## src/rtl/updn_ctr_pkg.sv

```systemverilog
// Shared types and constants for the up/down counter sweep sequencer.
package updn_ctr_pkg;

  typedef enum logic [1:0] {
    IDLE = 2'd0,
    LOAD = 2'd1,
    RUN  = 2'd2,
    DONE = 2'd3
  } state_e;

  localparam int unsigned NUM_REQ    = 2;
  localparam int unsigned STATUS_W   = 2;

  localparam logic [STATUS_W-1:0] ST_OK      = 2'b00;
  localparam logic [STATUS_W-1:0] ST_ABORT   = 2'b01;
  localparam logic [STATUS_W-1:0] ST_TIMEOUT = 2'b10;

  // Select one requester's field from a 2-way packed vector.
  function automatic logic [31:0] pick_field(input logic [63:0] packed_v,
                                             input logic        id,
                                             input int unsigned w);
    logic [31:0] mask;
    mask = (w >= 32) ? 32'hFFFF_FFFF : ((32'd1 << w) - 32'd1);
    return id ? 32'((packed_v >> w) & 64'(mask)) : 32'(packed_v & 64'(mask));
  endfunction

endpackage

```

## src/rtl/updn_ctr_seq_arb.sv

```systemverilog
// Two-way round-robin arbiter; pointer moves past the winner on accept.
module updn_rr_arb2
  import updn_ctr_pkg::*;
(
  input  logic                 clk,
  input  logic                 reset,
  input  logic [NUM_REQ-1:0]   valid,
  input  logic                 accept,
  output logic [NUM_REQ-1:0]   grant_c,
  output logic                 grant_id_c
);

  logic ptr_q;

  // Contested requests follow the pointer, a lone request always wins.
  always_comb begin
    grant_c    = '0;
    grant_id_c = 1'b0;
    if (valid == 2'b11) begin
      grant_id_c = ptr_q;
    end else begin
      grant_id_c = valid[1];
    end
    if (valid != 2'b00) begin
      grant_c = grant_id_c ? 2'b10 : 2'b01;
    end
  end

  always_ff @(posedge clk or negedge reset) begin
    if (!reset) begin
      ptr_q <= 1'b0;
    end else if (accept) begin
      ptr_q <= ~grant_id_c;
    end
  end

endmodule

```

## src/rtl/updn_ctr_seq.sv

```systemverilog
// Sequencer/arbiter sharing one external up/down counter between two requesters.
// Optional `UPDN_SEQ_WRAP_FLAG_EN adds done_wrapped (sweep crossed all-ones going up).
module updn_ctr_seq
  import updn_ctr_pkg::*;
#(
  parameter int unsigned WIDTH    = 3,
  parameter int unsigned TO_SLACK = 2
) (
  input  logic                 clk,
  input  logic                 reset,
  input  logic [1:0]           req_valid,
  output logic [1:0]           req_ready,
  input  logic [2*WIDTH-1:0]   req_start,
  input  logic [2*WIDTH-1:0]   req_target,
  input  logic [1:0]           req_up,
  input  logic                 abort,
  output logic [WIDTH-1:0]     ctr_data,
  output logic                 ctr_load,
  output logic                 ctr_cen,
  output logic                 ctr_up_dn,
  input  logic [WIDTH-1:0]     ctr_count,
  input  logic                 ctr_tercnt,
  output logic                 busy,
  output logic                 done,
  output logic                 done_id,
  output logic [1:0]           done_status,
  output logic                 err
`ifdef UPDN_SEQ_WRAP_FLAG_EN
  ,
  output logic                 done_wrapped
`endif
);

  localparam int unsigned TW = WIDTH + 2;
  // Last RUN cycle index before a sweep is declared stuck.
  localparam logic [TW-1:0] TO_LAST = TW'((2 ** WIDTH) + TO_SLACK - 1);

  state_e               state_q, state_d;
  logic [WIDTH-1:0]     start_q, target_q;
  logic                 up_q, id_q;
  logic [TW-1:0]        run_cnt_q;
  logic                 ctr_load_q, busy_q;
  logic                 done_q, done_id_q, err_q;
  logic [STATUS_W-1:0]  status_q;

  logic [1:0]           arb_valid;
  logic [1:0]           grant;
  logic                 grant_id;
  logic                 handshake;
  logic                 match;
  logic                 done_set;
  logic                 to_hit;
  logic [STATUS_W-1:0]  status_d;
  logic [WIDTH-1:0]     sel_start, sel_target;

  assign arb_valid = (state_q == IDLE) ? req_valid : 2'b00;
  assign handshake = |(req_valid & grant);
  assign req_ready = grant;
  assign match     = (ctr_count == target_q);

  assign sel_start  = grant_id ? req_start[2*WIDTH-1:WIDTH]  : req_start[WIDTH-1:0];
  assign sel_target = grant_id ? req_target[2*WIDTH-1:WIDTH] : req_target[WIDTH-1:0];

  updn_rr_arb2 u_arb (
    .clk        (clk),
    .reset      (reset),
    .valid      (arb_valid),
    .accept     (handshake),
    .grant_c    (grant),
    .grant_id_c (grant_id)
  );

  // Next state, completion status and combinational count enable.
  always_comb begin
    state_d  = state_q;
    done_set = 1'b0;
    to_hit   = 1'b0;
    status_d = ST_OK;
    ctr_cen  = 1'b0;
    unique case (state_q)
      IDLE: begin
        if (handshake) state_d = LOAD;
      end
      LOAD: begin
        state_d = RUN;
        if (abort) begin
          state_d  = DONE;
          done_set = 1'b1;
          status_d = ST_ABORT;
        end
      end
      RUN: begin
        if (abort) begin
          state_d  = DONE;
          done_set = 1'b1;
          status_d = ST_ABORT;
        end else if (match) begin
          state_d  = DONE;
          done_set = 1'b1;
          status_d = ST_OK;
        end else if (run_cnt_q == TO_LAST) begin
          state_d  = DONE;
          done_set = 1'b1;
          to_hit   = 1'b1;
          status_d = ST_TIMEOUT;
        end else begin
          ctr_cen = 1'b1;
        end
      end
      DONE: begin
        state_d = IDLE;
      end
      default: state_d = IDLE;
    endcase
  end

  always_ff @(posedge clk or negedge reset) begin
    if (!reset) begin
      state_q    <= IDLE;
      start_q    <= '0;
      target_q   <= '0;
      up_q       <= 1'b0;
      id_q       <= 1'b0;
      run_cnt_q  <= '0;
      ctr_load_q <= 1'b0;
      busy_q     <= 1'b0;
      done_q     <= 1'b0;
      done_id_q  <= 1'b0;
      status_q   <= ST_OK;
      err_q      <= 1'b0;
    end else begin
      state_q    <= state_d;
      ctr_load_q <= (state_d == LOAD);
      busy_q     <= (state_d != IDLE);
      done_q     <= done_set;
      done_id_q  <= done_set ? id_q : 1'b0;
      status_q   <= done_set ? status_d : ST_OK;
      err_q      <= err_q | to_hit;
      if (handshake) begin
        start_q  <= sel_start;
        target_q <= sel_target;
        up_q     <= grant_id ? req_up[1] : req_up[0];
        id_q     <= grant_id;
      end
      if (state_q == LOAD) begin
        run_cnt_q <= '0;
      end else if (state_q == RUN) begin
        run_cnt_q <= run_cnt_q + TW'(1);
      end
    end
  end

  assign ctr_data    = start_q;
  assign ctr_load    = ctr_load_q;
  assign ctr_up_dn   = up_q;
  assign busy        = busy_q;
  assign done        = done_q;
  assign done_id     = done_id_q;
  assign done_status = status_q;
  assign err         = err_q;

`ifdef UPDN_SEQ_WRAP_FLAG_EN
  logic wrap_q, wrap_set, done_wrapped_q;

  // An enabled up-step while all-ones means the counter rolled over to zero.
  assign wrap_set = (state_q == RUN) & ctr_cen & up_q & ctr_tercnt;

  always_ff @(posedge clk or negedge reset) begin
    if (!reset) begin
      wrap_q         <= 1'b0;
      done_wrapped_q <= 1'b0;
    end else begin
      if (handshake) begin
        wrap_q <= 1'b0;
      end else if (wrap_set) begin
        wrap_q <= 1'b1;
      end
      done_wrapped_q <= done_set ? (wrap_q | wrap_set) : 1'b0;
    end
  end

  assign done_wrapped = done_wrapped_q;
`else
  logic unused_tercnt;
  assign unused_tercnt = ctr_tercnt;
`endif

endmodule
```

## config.mk

```make
export PLATFORM = sky130hd
export DESIGN_NAME = updn_ctr_seq
export DESIGN_NICKNAME = d
export VERILOG_FILES = /design/src/rtl/updn_ctr_pkg.sv /design/src/rtl/updn_ctr_seq_arb.sv /design/src/rtl/updn_ctr_seq.sv
export SDC_FILE = /design/constraint.sdc
export NUM_CORES = 1
export LEC_CHECK = 0
export ABC_AREA = 1
export CORE_ASPECT_RATIO = 0.9
export CORE_MARGIN = 4
export CORE_UTILIZATION = 48
export CTS_CLUSTER_DIAMETER = 150
export DETAILED_ROUTE_END_ITERATION = 16
export PLACE_DENSITY = 0.86
export SETUP_SLACK_MARGIN = 0.5
export SLEW_MARGIN = 20
export SYNTH_ARGS = -nofsm -noshare
export SYNTH_HDL_FRONTEND = slang
export SYNTH_SLANG_ARGS = --single-unit
```

## constraint.sdc

```tcl
create_clock -name clk -period 2.25 [get_ports clk]
set_input_delay 0.675 -clock clk [delete_from_list [all_inputs] [get_ports clk]]
set_output_delay 0.675 -clock clk [all_outputs]
set_load 0.02 [all_outputs]
```

==> results.py, run 1 <==
metrics = {
    "critical_path": {
        "rrSetupSlack_ns": 0.36,
        "endpoint_kind": "output port",
        "path_class": "reg -> out",
        "startpoint_type": "flip-flop",
        "r2r_cells": 13,
        "reg2reg_from": "run_cnt_q[1]",
        "path_max_fanout": 3,
        "rr_endpoint": "done_status[1]",
        "cp.arrival_ns": 1.42,
        "crit_required_ns": 1.57,
        "startpoint": "state_q[1]",
    },
    "layout": {
        "nNetsFinal": 236,
        "drive_above_1_share": 0.374,
        "num_antenna_cells": 0,
        "area_growth_pct": 72.4,
        "fin_util": 0.882,
    },
    "placed_design": {
        "dp_slack_ns": -0.784,
        "io_buffers": 35,
        "place_congestion": 0.771,
        "dp_hpwl_mm": 2.38,
    },
    "die": {
        "dieHeight_um": 54.0,
        "die_x_um": 59.1,
        "io_pins": 37,
        "num_rows": 16,
        "die_area_mm2": 0.00319,
        "core_mm2": 0.00220,
        "initial_core_util": 0.512,
    },
    "power": {
        "combPwrFrac": 0.646,
        "leakage_uw": 0.000970,
        "clockPowerShare": 0.076,
        "internal_power_uw": 1410,
        "p_per_area_mw_per_mm2": 1330,
        "seqPwrFrac": 0.278,
        "switchingPower_uw": 1170,
        "peakVddDrop_mv": 1.03,
        "switching_share": 0.454,
    },
    "clock_network": {
        "holdBufCountCts": 0,
        "cts_sinks": 23,
        "clkTransAtPathRegs_ns": 0.13,
        "cts_tree": "yes",
        "h-tree-depth": 1,
        "root_buffer": "clkbuf_4",
        "insertion_delay_ns": 0.32,
        "cts_made_buffers": 3,
        "clk_path_buf_depth": 2,
    },
    "drt": {
        "ant_nets": 0,
        "wl_per_cell_um": 17.9,
        "drt_pre_antenna_iters": 4,
        "drc": 0,
        "vias": 1253,
        "dr.first_iter.drc_count": 61,
        "totalWireLength_mm": 4.18,
        "viasPerCell": 5.38,
    },
    "synth": {
        "synth_ff_type": "dfrtp_1",
        "ys_top_cells_by_area": "dfrtp_1 (51%), nand2_1 (10%), ha_1 (6.7%)",
        "yosysUniqueCellTypes": 24,
        "yosys.area.top_type": "dfrtp_1",
        "synth_nets": 162,
        "yosysWarnings": 0,
        "yosysSeqAreaShare": 0.511,
        "async_flop_share": 1.00,
        "ys_top_cells_by_count": "nand2_1 (30), dfrtp_1 (23), inv_1 (19)",
        "synth_most_common_cell": "nand2_1",
        "synth-edff-count": 0,
        "syn_inst": 133,
        "netlist_area_mm2": 0.00113,
        "yosysTopAreaCellShare": 0.511,
        "synth_seq_cells": 23,
        "avgSynthCellArea_um2": 8.48,
    },
    "worst_hold_path": {
        "holdCritPathClass": "reg -> reg",
        "holdPathStages": 2,
        "hp-start": "err",
        "hold_end": "err",
    },
    "sta": {
        "finalWorstSetupSlack_ns": 0.160,
        "setup_violations": 0,
        "fmax_mhz": 478,
        "period_share": 0.929,
        "period_minus_slack_ns": 2.09,
        "final-max-slew-violation-count": 0,
        "max_slew_margin": 0.785,
        "rsz0062_at_grt": "true",
        "clock_skew_ns": 0.00846,
        "hold_viol": 0,
        "tightest_slew_ns": 0.319,
    },
    "run": {
        "cap_violations": 0,
    },
    "grt": {
        "grt_util_all_layers": 0.257,
        "grt_pass1_wl_mm": 5.95,
        "grt-ovfl-total": 0,
        "first_global_vias": 1318,
        "antenna_found_initial": 0,
        "grt_max_degree": 24,
    },
    "outcome": {
        "run_status": "finished, final reports clean",
    },
}
## cell families after synthesis
| group | count (synthesis) | synth area share |
|---|---|---|
| AO/OA/AOI/OAI | 21 | 0.108 |
| XOR/XNOR | 1 | 0.00777 |
| adder cells (fa/ha/maj) | 6 | 0.0666 |
| buffers and inverters | 26 | 0.0932 |
| flip-flops | 23 | 0.511 |
| AND/OR/NAND/NOR | 56 | 0.214 |
## power groups by stage
stage	Clock (uW)	Combinational, uW	Sequential [uW]
finish	196	1660	715
global route	208	1790	725
floorplan	0	656	770
CTS	197	1470	685
detailed placement	0	1240	697
global placement	0	1160	684
## worst max-delay path: stages (launching register included)
cell     delay [ns]
dfrtp_1        0.43
inv_2          0.09
ha_4           0.17
nand2_2        0.07
nand2_2        0.10
nand2_2        0.07
inv_2          0.07
buf_6          0.11
## per-layer routing
| metal | wire (um) | vias up | track usage |
|---|---|---|---|
| li1 | - | 569 | - |
| met1 | 1560 | 590 | 0.259 |
| met2 | 2150 | 69 | 0.476 |
| met3 | 283 | 25 | 0.0743 |
| met4 | 189 | 0 | 0.140 |
| met5 | 0 | - | 0 |
## cell usage in the layout, fill, tap and decap left out, types with 3 or more instances in the layout
cell type / instances
a21oi_1: 4
buf_4: 31
buf_6: 9
clkbuf_4: 3
clkdlybuf4s15_1: 4
clkdlybuf4s50_1: 15
dfrtp_1: 22
dlygate4sd2_1: 10
ha_1: 3
ha_4: 3
inv_1: 12
inv_2: 9
nand2_1: 22
nand2_2: 8
nand3_1: 3
nor2_1: 9
nor3_1: 4
o21ai_1: 8
## area by class of cell
cell class	instances	area (um^2)
flip-flops and latches	23	577
multi-input cells	84	581
inverters	25	109
clock buffers	4	26.3
fillers	106	259
well taps	27	33.8
repair buffers	70	617
## sequential cells by signal (all words and copies together), names as in the netlist
register	count
busy	1
ctr_data	3
ctr_load	1
ctr_up_dn	1
done	1
done_id	1
done_status	2
err	1
id_q	1
run_cnt_q	5
state_q	2
target_q	3
u_arb.ptr_q	1
## stage by stage
stage	hold WS, ns	power (uW)	instance area, um^2	setup TNS, ns	std cells
final	0.486	2580	1940	0	233
after global routing	0.520	2720	1940	0	233
after CTS	0.495	2350	1870	0	230
after detailed placement	0.469	1930	1650	-1.72	207
after global placement	0.445	1840	1650	-1.55	207
after floorplan	0.379	1430	1180	0	133
## timing repair
action | CTS | global route
gates cloned | 0 | 0
resized for setup | 69 | 12
hold endpoints to repair | 0 | 0
pin swaps | 10 | 9
setup endpoints to repair | 15 | 11
buffers inserted | 19 | 3
## worst max-delay path by stage
stage	endpoint	cells after the start
2_1_floorplan	ctr_cen	6
3_3_place_gp	ctr_cen	8
3_5_place_dp	ctr_cen	8
4_1_cts	ctr_cen	6
5_1_grt	req_ready[0]	7
6_report	req_ready[0]	7
Note: power is estimated with default switching activity, not from simulation.
==> inputs of run 2 (changes only) <==
--- a/config.mk
+++ b/config.mk
@@ -7,7 +7,7 @@
 export LEC_CHECK = 0
 export ABC_AREA = 1
 export CORE_ASPECT_RATIO = 0.9
-export CORE_MARGIN = 4
+export CORE_MARGIN = 2
 export CORE_UTILIZATION = 48
 export CTS_CLUSTER_DIAMETER = 150
 export DETAILED_ROUTE_END_ITERATION = 16
==> results.py, run 2 (synthesized netlist as in run 1, its figures left out) <==
metrics = {
    "drt": {
        "viasPerCell": 5.42,
        "vias": 1198,
        "totalWireLength_mm": 3.39,
        "ant_nets": 0,
        "drc": 0,
        "dr.first_iter.drc_count": 51,
        "drt_pre_antenna_iters": 5,
        "wl_per_cell_um": 15.3,
    },
    "clock_network": {
        "root_buffer": "clkbuf_4",
        "clk_path_buf_depth": 2,
        "cts_made_buffers": 3,
        "h-tree-depth": 1,
        "holdBufCountCts": 0,
        "insertion_delay_ns": 0.32,
        "cts_tree": "yes",
        "clkTransAtPathRegs_ns": 0.13,
        "cts_sinks": 23,
    },
    "power": {
        "power.total_uw": 2340,
        "combPwrFrac": 0.615,
        "switching_share": 0.444,
        "peakVddDrop_mv": 0.941,
        "p_per_area_mw_per_mm2": 1310,
        "clockPowerShare": 0.087,
        "leakage_uw": 0.000890,
        "seqPwrFrac": 0.298,
        "internal_power_uw": 1300,
        "switchingPower_uw": 1040,
    },
    "sta": {
        "setup_violations": 0,
        "rsz0062_at_grt": "true",
        "period_share": 0.925,
        "max_slew_margin": 0.812,
        "hold_viol": 0,
        "holdWs_ns": 0.478,
        "fmax_mhz": 481,
        "period_minus_slack_ns": 2.08,
        "clock_skew_ns": 0.00453,
        "tightest_slew_ns": 0.280,
        "fin_setup_tns_ns": 0,
        "final-max-slew-violation-count": 0,
    },
    "die": {
        "num_rows": 16,
        "initial_core_util": 0.512,
        "io_pins": 37,
        "die_area_mm2": 0.00275,
        "dieHeight_um": 50.0,
        "core_mm2": 0.00220,
        "die_x_um": 55.1,
    },
    "critical_path": {
        "startpoint_type": "input pin",
        "endpoint_kind": "output port",
        "cp.arrival_ns": 1.41,
        "crit_required_ns": 1.57,
        "path_class": "in -> out",
        "path_max_fanout": 2,
    },
    "grt": {
        "grt-ovfl-total": 0,
        "grt_max_degree": 24,
        "grt_util_all_layers": 0.273,
        "grt_pass1_wl_mm": 5.37,
        "first_global_vias": 1223,
        "antenna_found_initial": 0,
    },
    "layout": {
        "finish.instance_area_mm2": 0.00178,
        "area_growth_pct": 57.6,
        "drive_above_1_share": 0.304,
        "final_common_cell": "nand2_1",
        "largest_reg_flops": 5,
        "num_antenna_cells": 0,
        "nNetsFinal": 224,
        "final_cell_mix": "nand2_1 (25), buf_4 (23), dfrtp_1 (22), clkdlybuf4s50_1 (15), inv_1 (12)",
        "fin_util": 0.807,
        "top_register": "run_cnt_q",
    },
    "worst_hold_path": {
        "holdCritPathClass": "reg -> reg",
    },
    "placed_design": {
        "placed_cell_area_mm2": 0.00165,
        "io_buffers": 35,
        "place_congestion": 0.798,
        "dp_hpwl_mm": 2.22,
    },
    "outcome": {
        "run_status": "finished, final reports clean",
    },
    "run": {
        "cap_violations": 0,
    },
}
## run 2: layout make-up
cell class	instances	area (um^2)
clock buffers	4	26.3
fillers	135	425
multi-input cells	84	531
repair buffers	58	500
flip-flops and latches	23	577
inverters	25	109
well taps	27	33.8
## run 2: repair_timing
action	CTS	global route
pin swaps	10	4
gates cloned	0	0
endpoints found under the setup margin	14	7
setup buffers	7	3
gates resized for setup	59	5
## run 2: per-stage QoR
| step | std cells | worst slack [ns] |
|---|---|---|
| floorplan | 133 | 0.445 |
| global placement | 207 | -0.700 |
| detailed placement | 207 | -0.780 |
| CTS | 218 | 0.188 |
| global route | 221 | 0.107 |
| finish | 221 | 0.169 |
## run 2: worst max-delay path: stages
cell and delay, ns:
buf_2 0.14, inv_8 0.03, nand2_2 0.04, nand2_1 0.07, nand3_2 0.10, nand3_2 0.12, nor2_4 0.11, buf_6 0.12
## run 2: metal layers
metal / routed length, um / GRT usage / vias up / share of wire
li1: - / - / 543 / -
met1: 1310 / 0.342 / 572 / 0.39
met2: 1730 / 0.429 / 69 / 0.51
met3: 201 / 0.0515 / 14 / 0.059
met4: 141 / 0.154 / 0 / 0.042
met5: 0 / 0 / - / 0
## run 2: path summary, 6_finish.rpt
| path | depth (start not counted) | slack [ns] | from | end |
|---|---|---|---|---|
| worst min-delay path | 2 | 0.48 | err | err |
| worst max-delay path | 8 | 0.17 | ctr_count[2] | ctr_cen |
| min in group asynchronous | 2 | 0.68 | reset | run_cnt_q[0] |
| worst min register to register | 2 | 0.48 | err | err |
| worst max register to register | 8 | 0.68 | state_q[1] | busy |
| max in group asynchronous | 2 | 1.32 | reset | target_q[1] |
## run 2: power groups by stage
stage	registers, uW	clock network [uW]	logic (uW)
finish	697	203	1440
global route	710	223	1560
CTS	686	206	1330
detailed placement	693	0	1220
global placement	685	0	1160
floorplan	770	0	656
